===== src/rtl/s38584_arb_pkg.sv =====
`default_nettype none
// ============================================================================
// Module   : s38584_arb_pkg
// Brief    : Shared constants, FSM state type and channel index map for the
//            s38584 channel arbiter.
// Revision : 1.0 - initial release
// ============================================================================
package s38584_arb_pkg;

  localparam int NUM_REQ_DEF = 10;
  localparam int ID_W_DEF    = 4;

  typedef enum logic [1:0] {
    IDLE    = 2'd0,
    GRANT   = 2'd1,
    RELEASE = 2'd2
  } arb_state_e;

  // Channel index of each s38584 request flag within req[]
  localparam int CH_G5124 = 0;
  localparam int CH_G5471 = 1;
  localparam int CH_G5817 = 2;
  localparam int CH_G6163 = 3;
  localparam int CH_G6509 = 4;
  localparam int CH_G3466 = 5;
  localparam int CH_G3115 = 6;
  localparam int CH_G3817 = 7;
  localparam int CH_G4420 = 8;
  localparam int CH_G4427 = 9;

endpackage
`default_nettype wire


===== src/rtl/s38584_rr_pick.sv =====
`default_nettype none
// ============================================================================
// Module   : s38584_rr_pick
// Brief    : Combinational rotating priority encoder. Returns the first set
//            request bit at or after ptr, scanning upward with wrap.
// Revision : 1.0 - initial release
// ============================================================================
module s38584_rr_pick #(
  parameter int NUM_REQ = 10,
  parameter int ID_W    = 4
) (
  input  logic [NUM_REQ-1:0] req,
  input  logic [ID_W-1:0]    ptr,
  output logic [ID_W-1:0]    win,
  output logic               any
);

  int idx;

  // Scan farthest offset first so the nearest set bit to ptr is written last
  always_comb begin
    win = '0;
    any = 1'b0;
    idx = 0;
    for (int off = NUM_REQ - 1; off >= 0; off--) begin
      idx = int'(ptr) + off;
      if (idx >= NUM_REQ) begin
        idx = idx - NUM_REQ;
      end
      if (req[idx]) begin
        win = ID_W'(idx);
        any = 1'b1;
      end
    end
  end

endmodule
`default_nettype wire


===== src/rtl/s38584_chan_arbiter.sv =====
`default_nettype none
// ============================================================================
// Module   : s38584_chan_arbiter
// Brief    : Registered round-robin arbiter granting one of the ten s38584
//            channel request flags per service slot, gated by g35.
//            Optional forced release after TIMEOUT grant cycles is enabled
//            by defining S38584_ARB_TIMEOUT_EN.
// Revision : 1.0 - initial release
// ============================================================================
module s38584_chan_arbiter
  import s38584_arb_pkg::*;
#(
  parameter int NUM_REQ = NUM_REQ_DEF,
  parameter int ID_W    = ID_W_DEF,
  parameter int TIMEOUT = 15
) (
  input  logic               CK,
  input  logic               RST,
  input  logic               g35,
  input  logic [NUM_REQ-1:0] req,
  input  logic               done,
  output logic [NUM_REQ-1:0] gnt,
  output logic [ID_W-1:0]    gnt_id,
  output logic               busy,
  output logic               excl_ok,
  output logic               timeout
);

  // Reject configurations the index and counter logic cannot represent
  if (ID_W < $clog2(NUM_REQ) || TIMEOUT < 1) begin : g_cfg_check
    $error("s38584_chan_arbiter: unsupported NUM_REQ/ID_W/TIMEOUT");
  end

  arb_state_e         state_q, state_d;
  logic [ID_W-1:0]    ptr_q, ptr_d;
  logic [NUM_REQ-1:0] gnt_q, gnt_d;
  logic [ID_W-1:0]    gnt_id_q, gnt_id_d;
  logic               busy_q, busy_d;
  logic               excl_ok_q, excl_ok_d;
  logic               timeout_q, timeout_d;

  logic [ID_W-1:0]    pick_win;
  logic               pick_any;
  logic               norm_exit;
  logic               tmo_hit;
  logic [ID_W-1:0]    ptr_next;

  s38584_rr_pick #(
    .NUM_REQ (NUM_REQ),
    .ID_W    (ID_W)
  ) u_pick (
    .req (req),
    .ptr (ptr_q),
    .win (pick_win),
    .any (pick_any)
  );

`ifdef S38584_ARB_TIMEOUT_EN
  localparam int CNT_W = $clog2(TIMEOUT + 1);

  logic [CNT_W-1:0] cnt_q, cnt_d;

  // Grant-age counter: held at zero outside GRANT so it is clear on entry
  always_comb begin
    cnt_d   = '0;
    tmo_hit = 1'b0;
    if (state_q == GRANT) begin
      cnt_d   = cnt_q + CNT_W'(1);
      tmo_hit = (cnt_q == CNT_W'(TIMEOUT - 1));
    end
  end

  // Grant-age counter register
  always_ff @(posedge CK) begin
    if (RST) begin
      cnt_q <= '0;
    end else begin
      cnt_q <= cnt_d;
    end
  end
`else
  // Without the timeout feature a grant is only ended by its owner or g35
  assign tmo_hit = 1'b0;
`endif

  // Release conditions of the current grant and the pointer after it
  always_comb begin
    norm_exit = done | ~req[gnt_id_q] | ~g35;
    if (gnt_id_q == ID_W'(NUM_REQ - 1)) begin
      ptr_next = '0;
    end else begin
      ptr_next = gnt_id_q + ID_W'(1);
    end
  end

  // Next-state and registered-output logic of the arbitration FSM
  always_comb begin
    state_d   = state_q;
    ptr_d     = ptr_q;
    gnt_d     = gnt_q;
    gnt_id_d  = gnt_id_q;
    busy_d    = busy_q;
    timeout_d = 1'b0;
    excl_ok_d = ((gnt_q & (gnt_q - NUM_REQ'(1))) == '0);
    case (state_q)
      IDLE: begin
        if (g35 && pick_any) begin
          state_d  = GRANT;
          gnt_d    = NUM_REQ'(1) << pick_win;
          gnt_id_d = pick_win;
          busy_d   = 1'b1;
        end
      end
      GRANT: begin
        if (norm_exit || tmo_hit) begin
          state_d   = RELEASE;
          gnt_d     = '0;
          gnt_id_d  = '0;
          busy_d    = 1'b0;
          ptr_d     = ptr_next;
          // A normal exit in the same cycle hides the forced release
          timeout_d = tmo_hit & ~norm_exit;
        end
      end
      RELEASE: begin
        state_d = IDLE;
      end
      default: begin
        state_d  = IDLE;
        gnt_d    = '0;
        gnt_id_d = '0;
        busy_d   = 1'b0;
      end
    endcase
  end

  // State and output registers
  always_ff @(posedge CK) begin
    if (RST) begin
      state_q   <= IDLE;
      ptr_q     <= '0;
      gnt_q     <= '0;
      gnt_id_q  <= '0;
      busy_q    <= 1'b0;
      excl_ok_q <= 1'b1;
      timeout_q <= 1'b0;
    end else begin
      state_q   <= state_d;
      ptr_q     <= ptr_d;
      gnt_q     <= gnt_d;
      gnt_id_q  <= gnt_id_d;
      busy_q    <= busy_d;
      excl_ok_q <= excl_ok_d;
      timeout_q <= timeout_d;
    end
  end

  assign gnt     = gnt_q;
  assign gnt_id  = gnt_id_q;
  assign busy    = busy_q;
  assign excl_ok = excl_ok_q;
  assign timeout = timeout_q;

endmodule
`default_nettype wire


===== config.mk =====
export PLATFORM = sky130hd
export DESIGN_NAME = s38584_chan_arbiter
export DESIGN_NICKNAME = d
export VERILOG_FILES = /design/src/rtl/s38584_arb_pkg.sv /design/src/rtl/s38584_rr_pick.sv /design/src/rtl/s38584_chan_arbiter.sv
export SDC_FILE = /design/constraint.sdc
export NUM_CORES = 1
export LEC_CHECK = 0
export BUFFER_PORTS_ARGS = -buffer_cell sky130_fd_sc_hd__buf_2
export CAP_MARGIN = 20
export CORE_UTILIZATION = 55
export CTS_CLUSTER_DIAMETER = 150
export DETAILED_ROUTE_END_ITERATION = 10
export MAX_ROUTING_LAYER = met4
export PLACE_DENSITY_LB_ADDON = 0.1
export SETUP_SLACK_MARGIN = 0.5
export SLEW_MARGIN = 10
export SYNTH_ARGS = -nofsm -noshare
export SYNTH_HDL_FRONTEND = slang
export SYNTH_SLANG_ARGS = --single-unit
export TNS_END_PERCENT = 5

===== constraint.sdc =====
create_clock -name CK -period 9.1 [get_ports CK]
set_input_delay 2.275 -clock CK [delete_from_list [all_inputs] [get_ports CK]]
set_output_delay 2.275 -clock CK [all_outputs]
set_load 0.03 [all_outputs]

==> results, run 1 <==
- The flow ran to the end, and the final reports show no timing, DRC or antenna violations.
- The via count of the first global-routing pass came to 3780.
- After synthesis, the mean cell area works out to 7.60 µm².
- The buffers inserted during post-CTS setup optimization is 0.
- The I/O pin total is 31.
- The slew at the pin closest to its max-slew limit is 0.900 ns.
- In this design, the largest share of critical-path delay is due to compound AO/OA/AOI/OAI gates.
- The number of warning messages in the yosys log is 0.
- Headroom to the max-slew limit came out at 40.0%.
- The total iterations of the first detailed-routing run is 5.
- The number of clock buffers added by TritonCTS is 3.
- The register area is 440 µm².
- Of the post-synthesis cell area, the dominant cell type holds 11.0%.
- The post-placement cell count is 628.
- The routed wire length per instance is 19.8 µm.
- The required time of the worst setup path is 9.32 ns.
- The tightest hold path in the finished design has a slack of 0.456 ns.
- The worst register-to-register path begins at ptr_q[1].
- Across the run, the number of max-cap violations was 0.
- Counting the fill cells in the layout gives 676.
- The net count after synthesis is 567.
- The DRC marker count from the first detailed-route iteration is 413.
- Synthesis produced a netlist whose cell count is 528.
- Clock-pin slew was measured on the worst setup and hold paths at 0.08 ns.
- In this run the critical register-to-register path is captured at gnt[0].
- The beginning of the critical path is ptr_q[1].
- The most common cell in the synthesized netlist is a21oi_1.
- Dividing the detail-routed via count by the number of cells gives 6.77.
- The data arrival time of the critical path is 5.98 ns.
- Setup slack on the worst reg-to-reg path comes out at 3.34 ns.
- The floorplan step set the die height to 87.4 µm.
- Before CTS, the worst setup slack after placement is 3.46 ns.
- The number of cells on the worst reg-to-reg path is 15.
- The sequential cell area fraction in the yosys report is 11.0%.
- The pin count of the biggest net entering global routing is 36.
- Global routing consumed, over all layers together, 34.2% of the routing resources.
- The post-route cell area is 4220 µm².
- The largest area contributor in the netlist is dfxtp_1.
- The clock latency of the later-clocked register in the worst-skew pair is 0.27 ns.
- The final estimated routing congestion in global placement is 1.02.
- After layout, the worst path uses 63.3% of the clock period.
- The first global-routing pass estimated 19.8 mm of wire.
- The number of hold violations in the final report came to 0.
- The category of the worst setup path launch point is a register.
- The ratio of cells with drive above 1 in the final layout is 16.4%.
- Between clock sinks in the finished design, the worst skew comes to 0.00472 ns.
- The die span in x is 87.4 µm.
- The multi-input combinational cells in the finished layout cover a total of 3330 µm².
- Compared with the post-synthesis result, the final layout area differs by 5.17%.
- In this run the clock root is driven by a clkbuf_8.
- The placed standard-cell area is 4150 µm².
- The net count reported at finish is 576.
- The count of buffers inserted at the top-level ports is 29.
- Leaving out filler cells and counting taps, the final layout contains 632.
- TritonCTS built the clock tree.
- The min-delay analysis places its worst path in the category register to register.
- The worst path needs 5.76 ns of the cycle, external delays included.
- The final antenna diode count is 0.
- By area the synthesized netlist is led by dfxtp_1 (11%), ha_1 (7.5%), mux2i_1 (5.7%), a21oi_1 (4.6%), o21ai_0 (3.6%).
- The number of gates resized after cts is 0.
- Counting along the longest clock path gives a buffer depth of 2.
- Setup repair after global routing left no endpoint under its margin.
- In this run the power density over the cells is 188 nW/µm².
- Once detail routing completed, the nets flagged for antenna violations numbered 0.
- The slowest stage of the critical path belongs to the cell ha_1.
- The logic depth of the worst setup path including buffers is 15.
- The beginning of the worst hold path is busy.
- Summed over all nets, the half-perimeter wirelength after detailed placement is 9.52 mm.
- Summed over all failing endpoints, the final setup total negative slack is 0 ns.
- The number of H-tree levels is 1.
- For this run, the leading register cell type out of synthesis is dfxtp_1.
- The final number of setup-violating endpoints is 0.
- The leakage component of the power is 0.00171 µW.
- The highest clock rate is 173 MHz.
- Walking the worst path, the cells encountered are buf_4, inv_1, ha_1, inv_1, ha_1, a21oi_1, o22ai_1, a211o_1, nand2b_1, a31oi_1, nand4_1, o31ai_2, nand2_1, nor2_4, a22o_1.
- On the worst path, the slowest cell contributes a delay of 0.84 ns.
- For hold timing, the worst endpoint is busy.
- The number of unique standard cell types used by synthesis is 104.
- The initialized floorplan defines 30 standard-cell rows.
- The number of slew-limit violations in the final report came to 0.
- The synthesized design contains 22 register bits.
- The initial antenna violation count is 0.
- After floorplanning, the core was sized to cover 6910 µm².
- The maximum fanout along the worst path is 35.
- The mapped netlist covers 4020 µm².
- The startpoint-to-endpoint class of the critical path is register to register.
- The number of synthesized flops with an enable pin is 0.
- Counting instances, the worst hold path has a depth of 2.
- The die covers 7650 µm².
- The via count is 4281.
- The critical path contains buffers and inverters numbering 3 combined.
- Buffers inserted to repair hold after CTS numbered 0.
- Summed over all layers, the routed wires come to 12.5 mm.
- The endpoint kind of the worst setup timing path is a register.
- After synthesis, the most frequently instantiated cells are a21oi_1 (37), nand2_1 (36), nor2_1 (35), o21ai_0 (29), ha_1 (24).
- Summed over all layers, the global routing overflow is 0.
- The initial utilization of the core area, before any placement, comes to 58.1%.
- In the routed design, unresolved DRC markers number 0.
- The clock drives 22 sinks.
- The fraction of registers with async set or reset after synthesis is 0%.
- Setup slack closes at 3.34 ns.
- The peak ir drop on the vdd network is 88.0 µV.
[power breakdown]
| part | leakage (µW) | internal (µW) | switching [µW] |
|---|---|---|---|
| clock network | 0.0000357 | 58.8 | 32.7 |
| logic | 0.00150 | 216 | 364 |
| registers | 0.000179 | 107 | 13.1 |
| total | 0.00171 | 382 | 410 |
[placed cells by master (no fill, tap or decap), drive strengths merged, types with 6 or more instances in the layout]
| cell type | n |
|---|---|
| a211oi | 9 |
| a21oi | 40 |
| a22o | 6 |
| a31oi | 6 |
| and3 | 10 |
| buf | 33 |
| dfxtp | 22 |
| ha | 24 |
| inv | 22 |
| mux2 | 11 |
| mux2i | 24 |
| nand2 | 37 |
| nand2b | 12 |
| nand3 | 13 |
| nor2 | 36 |
| nor2b | 11 |
| nor3 | 21 |
| nor4 | 8 |
| o211ai | 11 |
| o21a | 6 |
| o21ai | 32 |
| o22ai | 7 |
| o2bb2ai | 6 |
| or2 | 8 |
| or3 | 6 |
| xnor2 | 10 |
[layout make-up]
| cell class | count | area share (%) |
|---|---|---|
| multi-input cells | 455 | 78.9 |
| flip-flops and latches | 22 | 10.4 |
| repair buffers | 33 | 4.15 |
| well taps | 96 | 2.84 |
| inverters | 22 | 1.96 |
| clock buffers | 3 | 0.978 |
| clock inverters | 1 | 0.711 |
[through the flow]
| step | total power (µW) | utilization [%] |
|---|---|---|
| 2_1_floorplan | 563 | - |
| 3_3_place_gp | 679 | 60.1 |
| 3_5_place_dp | 685 | 60.1 |
| 4_1_cts | 778 | 61.1 |
| 5_1_grt | 850 | 61.1 |
| 6_report | 792 | 61.1 |
[worst reg2reg max path, stage by stage (launching register included)]
cell	delay [ns]
dfxtp_1	0.32
buf_4	0.34
inv_1	0.28
ha_1	0.84
inv_1	0.48
ha_1	0.45
a21oi_1	0.13
o22ai_1	0.09
a211o_1	0.38
nand2b_1	0.19
a31oi_1	0.58
nand4_1	0.24
o31ai_2	0.75
nand2_1	0.20
nor2_4	0.26
a22o_1	0.18
[state kept, by name, indices dropped and copies added, names as in the netlist]
| register | count |
|---|---|
| busy | 1 |
| excl_ok | 1 |
| gnt | 10 |
| gnt_id | 4 |
| state_q | 2 |
| ptr_q | 4 |
[layer usage]
metal | global-route usage (%) | vias up | routed length, µm
li1 | - | 2044 | -
met2 | 50.2 | 171 | 5470
met4 | 10.1 | 0 | 301
met5 | - | - | 0
met1 | 48.4 | 2039 | 5920
met3 | 4.45 | 27 | 804
[cell families after synthesis]
logic type / after synthesis / share of synthesized area, %
compound gates: 179 / 32.7
buf+inv: 51 / 6.01
simple gates: 198 / 28.0
xor+xnor: 12 / 2.80
mux: 38 / 10.9
fa+ha+maj: 27 / 8.48
flops: 22 / 11.0
other cells: 1 / 0.0934
[how the worst max path moves through the flow]
stage                  end  slack, ns
CTS                 gnt[2]       3.44
global route        gnt[9]       2.89
finish              gnt[0]       3.34
detailed placement  gnt[2]       3.46
floorplan           gnt[0]       4.39
global placement    gnt[2]       3.60
No activity file was read; power rests on OpenSTA's default activity.
==> run 2, diff against run 1 <==
Settings changed: ABC_AREA set to 1.
Clock period 9.1 ns to 4.92 ns, I/O delays scaled along.
==> run 2 against run 1 <==
- sequential power increased by 120%
- critical endpoint is now gnt_id[2]
- first-iteration DRC count shrank 39%
- largest cell class unchanged
- area after synthesis is 9.6% lower
==> results, run 2 <==
- The die span in x is 83.2 µm (-4.8%).
- The global-route usage over all layers is 30.8% (-3.4 points).
- The area share of the largest cell type after synthesis is 18.2% (+7.2 points).
- The number of sinks driven by the clock tree is 22 (unchanged).
- The maximum count of clock buffers along a single path is 2 (unchanged).
- The initial antenna violation count came to 0 (unchanged).
- The I/O pin total is 31 (unchanged).
- The global-route track usage on met1 is 37.7% (-11 points).
- The post-route fraction of the period consumed by the critical path is 78.5% (+15 points).
- The worst setup path is of the register to register kind.
- The area of the placeable core is 6350 µm² (-8.1%).
- Traced cell by cell, the critical path runs through buf_4, inv_2, ha_1, inv_2, nor2_2, nand3_1, nand2_2, nand2_2, a21oi_1, inv_1, nand2_1, nand2_2, nor3_1, nand3_2, nand3_4, nand2_4, inv_2, nand2_1, a21oi_2.
- The largest individual stage delay along the critical path comes from the cell ha_1.
- The area growth from synthesis to layout is 6.48%.
- The via density per instance came to 5.56 (-18%).
- The net count reported at finish is 688 (+19%).
- The DRC marker count from the first detailed-route iteration is 251 (-39%).
- The number of gates resized after cts is 0 (unchanged).
- The via count is 4031 (-5.8%).
- The commonest non-fill, non-tap cell in the layout is nand2_1.
- The endpoint kind of the worst setup timing path is a register.
- The minimum clock period after layout is 3.86 ns (-1.90 ns).
- The number of hold violations in the final report came to 0 (unchanged).
- The number of hold buffers added after cts is 0 (unchanged).
- The via count of the first global-routing pass came to 3744 (-0.95%).
- The dominant register cell in the synthesized netlist is dfxtp_1.
- The die outline area came to 6930 µm² (-9.4%).
- The routed wire length per instance was 13.7 µm (-30%).
- The total standard cell area after synthesis came to 3630 µm² (-9.6%).
- The largest area contributor in the netlist is nand2_1.
- The net count after synthesis was 662 (+17%).
- The peak ir drop on the vdd network is 297 µV (+240%).
- The final standard cell utilization of the core is 60.9% (-0.27 points).
- Setup repair after global routing left no endpoint under its margin.
- The run finished with clean final reports.
- Leaving out fill and tap cells, the most frequent cells in the layout are nand2_1 (176), inv_1 (81), nand3_1 (72).
- The count of buffers inserted at the top-level ports came to 29 (unchanged).
- The required time of the worst setup path was 5.13 ns (-4.19 ns).
- The most critical setup path has its endpoint at gnt_id[2].
- The overall routed net length is 9.97 mm (-20%).
- The ratio of total power to cell area is 541 nW/µm² (+190%).
- The maximum single-stage delay on the critical path was 0.65 ns (-0.19 ns).
- The slew at the pin closest to its max-slew limit is 0.573 ns (-0.327 ns).
- The mean instance size in the synthesized netlist is 5.83 µm² (-23%).
- The fraction of registers with async set or reset after synthesis was 0% (unchanged).
- The pin count of the biggest net entering global routing is 31 (-14%).
- The number of flip-flops under the largest register name is 10 (unchanged).
- The number of remaining DRC errors is 0 (unchanged).
- The tree is rooted in a clkbuf_8.
- The final antenna-violating net count is 0 (unchanged).
- The cell count after synthesis is 623 (+18%).
- The commonest cells after synthesis are nand2_1 (176), inv_1 (81), nand3_1 (72), nor2_1 (50), nand2_2 (31).
- The number of unique standard cell types used by synthesis came to 51 (-51%).
- The clock latency of the later-clocked register in the worst-skew pair came to 0.27 ns (about the same).
- The final estimated routing congestion in global placement came to 0.956 (-6.1%).
- The wire length of the first global-routing pass is 17.1 mm (-14%).
- The clock tree skew after final layout is 0.000970 ns (-0.00375 ns).
- The total negative slack for setup checks is 0 ns (unchanged).
- After synthesis, the cell types taking the most area are nand2_1 (18%), dfxtp_1 (12%), nand3_1 (9.9%), inv_1 (8.4%), ha_1 (8.3%).
- The final number of setup-violating endpoints came to 0 (unchanged).
- The critical path buffer and inverter count is 5 (+2).
- The number of synthesized flops with an enable pin is 0 (unchanged).
- The effective utilization at floorplan is 57.2% (-0.97 points).
- The number of cells on the worst reg-to-reg path came to 19 (+4).
- The total area of multi-input combinational cells is 2730 µm² (-18%).
- Tracing the worst setup path back leads to its startpoint at ptr_q[1].
- The buffers inserted during post-CTS setup optimization was 0 (unchanged).
- The number of warning messages in the yosys log was 0 (unchanged).
- The clock transition at the registers of the reported paths is 0.08 ns (about the same).
- The startpoint identified for the worst register-to-register timing path is ptr_q[1].
- The data arrival time of the critical path came to 4.07 ns (-1.91 ns).
- The register area was 440 µm² (unchanged).
- The relative slew slack was 61.6% (+22 points).
- The total iterations of the first detailed-routing run is 5 (unchanged).
- The category of the worst setup path launch point is a register.
- The number of register bits inferred by synthesis came to 22 (unchanged).
- The maximum fanout along the worst path is 19 (-46%).
- The flop-to-flop setup slack is 1.06 ns (-2.28 ns).
- The logic depth of the worst setup path including buffers is 19 (+4).
- The die boundary height is 83.2 µm (-4.8%).
- The half-perimeter wire length after detailed placement was 8.09 mm (-15%).
- The leakage component of the power was 0.00200 µW (+17%).
- The number of maximum-capacitance violations is 0 (unchanged).
- The global-route met2 utilization is 52.8% (+2.6 points).
- The clock tree from TritonCTS is built.
- The sequential cell area fraction in the yosys report is 12.1% (+1.2 points).
- The most used standard cell by instance count after synthesis is nand2_1.
- The fraction of met3 tracks used by global routing was 0.895% (-3.6 points).
- The highest clock rate is 259 MHz (+49%).
- The global-route congestion overflow total is 0 (unchanged).
- The number of slew-limit violations in the final report is 0 (unchanged).
- The number of H-tree levels came to 1 (unchanged).
- The path class of the tightest hold or removal check is register to register.
- In this run the critical register-to-register path is captured at gnt_id[2].
- The number of filler cells placed in the layout is 649 (-4.0%).
- The row count came to 29 (-3.3%).
- The most congested layer reported by global routing is met2.
- The top cell family by delay on the critical path is simple AND/OR/NAND/NOR gates.
- The total clock buffers created by CTS is 3 (unchanged).
- The final antenna diode count came to 0 (unchanged).
- The ratio of cells with drive above 1 in the final layout came to 18.8% (+2.4 points).
==> run 2: cell types whose count changed after synthesis, moves of 9 or more <==
cell / delta
inv_2: +15
and3_1: -9
mux2i_1: -23
nor3_1: -19
nand3_1: +59
buf_2: -9
nor2b_1: -10
nand2_2: +30
mux2_2: -10
nor2_1: +15
a21oi_1: -11
inv_1: +61
nand2b_1: -12
nand2_1: +140
==> run 2: cells by family (layout without fill, tap and decap cells) <==
logic type / Yosys count / count (layout) / synth area share, %
simple gates: 360 / 360 / 46.2
buf+inv: 110 / 135 / 12.6
compound gates: 98 / 98 / 17.7
fa+ha+maj: 25 / 25 / 8.82
flops: 22 / 22 / 12.1
xor+xnor: 7 / 7 / 2.41
other cells: 1 / 1 / 0.103
==> run 2: metrics by stage <==
step                      setup slack (ns)  power, µW  area (µm²)  hold slack (ns)  instances
after global placement                1.11       1920        3810            0.455        721
after floorplan                       1.86       1600        3630            0.542        623
after CTS                             1.04       2070        3860            0.477        725
final                                 1.06       2090        3860            0.483        725
after global routing                 0.632       2330        3860            0.500        725
after detailed placement              1.07       1930        3810            0.464        721
==> run 2: layer usage <==
layer  up-vias  wire [µm]
met5         -          0
met4         0        342
met3        27        455
met2       135       4780
met1      1818       4390
li1       2051          -
==> run 2: area by class of cell <==
class | count | share of cell area, %
repair buffers | 31 | 4.14
multi-input cells | 491 | 70.7
flip-flops and latches | 22 | 11.4
inverters | 100 | 9.84
clock buffers | 4 | 1.42
well taps | 77 | 2.49
==> run 2: power by group <==
group	switching, µW	total (µW)	internal [µW]
Clock	65.1	137	71.6
Sequential	47.5	259	212
Combinational	1160	1700	534
Total	1270	2090	818
==> run 2: worst register-to-register path, stage by stage (launching register included) <==
cell and delay [ns]:
dfxtp_1 0.31, buf_4 0.26, inv_2 0.20, ha_1 0.65, inv_2 0.18, nor2_2 0.16, nand3_1 0.10, nand2_2 0.12
nand2_2 0.08, a21oi_1 0.26, inv_1 0.07, nand2_1 0.13, nand2_2 0.11, nor3_1 0.27, nand3_2 0.18, nand3_4 0.17
nand2_4 0.10, inv_2 0.22, nand2_1 0.11, a21oi_2 0.12
==> run 2: how the worst min path moves through the flow <==
stage               startpoint  depth (start not counted)  slack (ns)         end
floorplan           state_q[1]                          3        0.54  state_q[0]
global placement          busy                          2        0.45        busy
detailed placement        busy                          2        0.46        busy
CTS                       busy                          2        0.48        busy
global route              busy                          2        0.50        busy
finish                    busy                          2        0.48        busy
==> run 3, diff against run 2 <==
Clock period 4.92 ns to 3.36 ns, I/O delays scaled along.
==> run 3 against run 2 <==
- hold slack better by 0.024 ns
- flip-flop and latch count unchanged
- worst setup slack worse by 0.83 ns
- final area up 28%
- largest cell class unchanged
- highest routed layer unchanged
==> results, run 3 (synthesis results as in run 2) <==
- The clock tree skew after final layout is 0.00163 ns (+0.000665 ns).
- The total clock buffers created by CTS came to 3 (unchanged).
- The worst hold path depth came to 2 (unchanged).
- The required time of the worst setup path was 3.56 ns (-1.57 ns).
- From synthesis to final layout, the design area changed by 36.8%.
- The final antenna diode count is 0 (unchanged).
- The area of the placeable core came to 6350 µm² (unchanged).
- The total negative slack for setup checks came to 0 ns (unchanged).
- The net count reported at finish was 747 (+8.6%).
- The slew at the pin closest to its max-slew limit is 0.491 ns (-0.0814 ns).
- The switching power is 2520 µW (+97%).
- The effective utilization at floorplan is 57.2% (unchanged).
- The number of sinks driven by the clock tree came to 22 (unchanged).
- The maximum count of clock buffers along a single path was 2 (unchanged).
- The number of remaining DRC errors was 0 (unchanged).
- The die boundary height is 83.2 µm (unchanged).
- The via count of the first global-routing pass is 4055 (+8.3%).
- The die span in x was 83.2 µm (unchanged).
- The leakage component of the power is 0.00240 µW (+20%).
- The final number of setup-violating endpoints is 0 (unchanged).
- The endpoint kind of the worst setup timing path is a register.
- The relative slew slack is 66.9% (+5.3 points).
- The clock tree from TritonCTS is built.
- The run finished with clean final reports.
- The smallest hold slack is 0.507 ns (+0.0237 ns).
- The number of cells on the worst reg-to-reg path is 23 (+4).
- The final estimated routing congestion in global placement is 1.01 (+5.2%).
- The number of hold violations in the final report is 0 (unchanged).
- The ratio of total power to cell area came to 876 nW/µm² (+62%).
- The final non-filler cell total came to 784 (+8.1%).
- The minimum clock period after layout was 3.14 ns (-0.726 ns).
- The number of maximum-capacitance violations is 0 (unchanged).
- The overall routed net length is 13.3 mm (+33%).
- The DRC marker count from the first detailed-route iteration is 345 (+37%).
- The highest clock rate is 319 MHz (+23%).
- The wire length of the first global-routing pass is 18.8 mm (+9.8%).
- The portion of total power attributed to the clock network was 5.9% (-0.6 points).
- The ratio of cells with drive above 1 in the final layout came to 39.5% (+21 points).
- The library cell used most frequently in the layout, excluding fill and tap cells, is nand2_1.
- The category of the worst setup path launch point is a register.
- In this run the clock root is driven by a clkbuf_8.
- The via count is 4635 (+15%).
- The routed wire length per instance came to 16.9 µm (+23%).
- The die outline area is 6930 µm² (unchanged).
- The total iterations of the first detailed-routing run is 5 (unchanged).
- The internal cell power was 1830 µW (+120%).
- The clock transition at the registers of the reported paths is 0.09 ns (about the same).
- The power share of the sequential group is 9.0% (-3.4 points).
- The via density per instance is 5.91 (+6.3%).
- Setup repair after global routing could not meet its margin everywhere.
- The pin count of the biggest net entering global routing was 21 (-32%).
- The global-route usage over all layers is 34.0% (+3.2 points).
- The final antenna-violating net count is 0 (unchanged).
- The overall power of the completed layout is 4350 µW (+110%).
- The combinational share of power is 85.0% (+3.9 points).
- The peak ir drop on the vdd network is 534 µV (+80%).
- The library cells used most frequently in the layout, excluding fill and tap cells, are nand2_1 (134), inv_1 (77), nand2_2 (60).
- The I/O pin total is 31 (unchanged).
- The fraction of power spent switching nets is 57.8% (-3.1 points).
- The half-perimeter wire length after detailed placement came to 8.71 mm (+7.6%).
- The initial antenna violation count was 0 (unchanged).
- The startpoint-to-endpoint class of the critical path is register to register.
- The post-route fraction of the period consumed by the critical path is 93.3% (+15 points).
- The row count was 29 (unchanged).
- The class of the worst hold path is register to register.
- The number of slew-limit violations in the final report is 0 (unchanged).
- The count of buffers inserted at the top-level ports is 29 (unchanged).
- The post-placement cell count was 733 (+1.7%).
- The number of H-tree levels came to 1 (unchanged).
- The number of flip-flops under the largest register name was 10 (unchanged).
- The data arrival time of the critical path is 3.34 ns (-0.73 ns).
- The global-route congestion overflow total is 0 (unchanged).
- The maximum fanout along the worst path was 7 (-12).
- The clock latency of the later-clocked register in the worst-skew pair is 0.27 ns (about the same).
## run 3: cell types whose count changed in the layout (fill, tap and decap cells not counted), moves of 9 or more
cell and delta:
ha_1 -10, nand2_1 -42, nand2_4 +12, nand2_2 +29, buf_4 +52, nand3_2 +9
nand3_1 -13
## run 3: power by group through the flow
stage	Combinational [µW]	Clock (µW)	Sequential (µW)
after floorplan	1910	0	447
after global placement	2490	0	384
after detailed placement	2520	0	383
after CTS	2840	257	385
after global routing	4010	268	398
final	3700	258	393
## run 3: path summary, 6_finish.rpt
| kind | startpoint | end | slack, ns |
|---|---|---|---|
| min reg2reg | gnt[5] | gnt[5] | 0.51 |
| max | ptr_q[2] | gnt[2] | 0.22 |
| max reg2reg | ptr_q[2] | gnt[2] | 0.22 |
| min | gnt[5] | gnt[5] | 0.51 |
## run 3: worst max-delay path, cell delays in order, from the launching register on
cell	delay, ns
dfxtp_4	0.44
clkinv_8	0.09
ha_4	0.32
clkinvlp_4	0.16
nand2_1	0.12
nand2_1	0.08
inv_1	0.12
nand2_1	0.12
o21ai_4	0.11
nand2_1	0.07
or2_4	0.27
nand2_8	0.12
inv_6	0.05
nand2_2	0.06
nand2_2	0.06
o21ai_1	0.14
nand2_2	0.10
nand3_2	0.10
nand2_4	0.11
inv_2	0.07
nand3_2	0.08
nor2_1	0.11
a21oi_1	0.05
nor2_1	0.12
## run 3: layer usage
| layer | wire length, µm | GRT usage [%] | vias up |
|---|---|---|---|
| li1 | - | - | 2173 |
| met1 | 5010 | 40.2 | 2119 |
| met2 | 6450 | 58.2 | 269 |
| met3 | 1010 | 3.18 | 74 |
| met4 | 771 | 15.5 | 0 |
| met5 | 0 | - | - |
## run 3: layout make-up
cell class              count  area, µm²
clock inverters             1       30.0
well taps                  77       96.3
fillers                   447       1390
repair buffers             89        634
clock buffers               3       41.3
flip-flops and latches     22        452
inverters                 100        424
repair inverters            1       8.76
multi-input cells         491       3280
## run 3: metrics by stage
step	area, µm²	utilization, %	setup slack [ns]
after floorplan	3640	-	0.488
after global placement	3910	61.6	0.0496
after detailed placement	3910	61.6	0.0838
after CTS	4350	68.5	0.446
after global routing	4960	78.2	0.0899
final	4960	78.2	0.224
## run 3: repair_timing
action	in CTS	in global routing
setup endpoints to repair	15	16
gates cloned	0	1
setup buffers	17	29
gates resized for setup	62	100
hold buffers	0	0
pin swaps	19	49
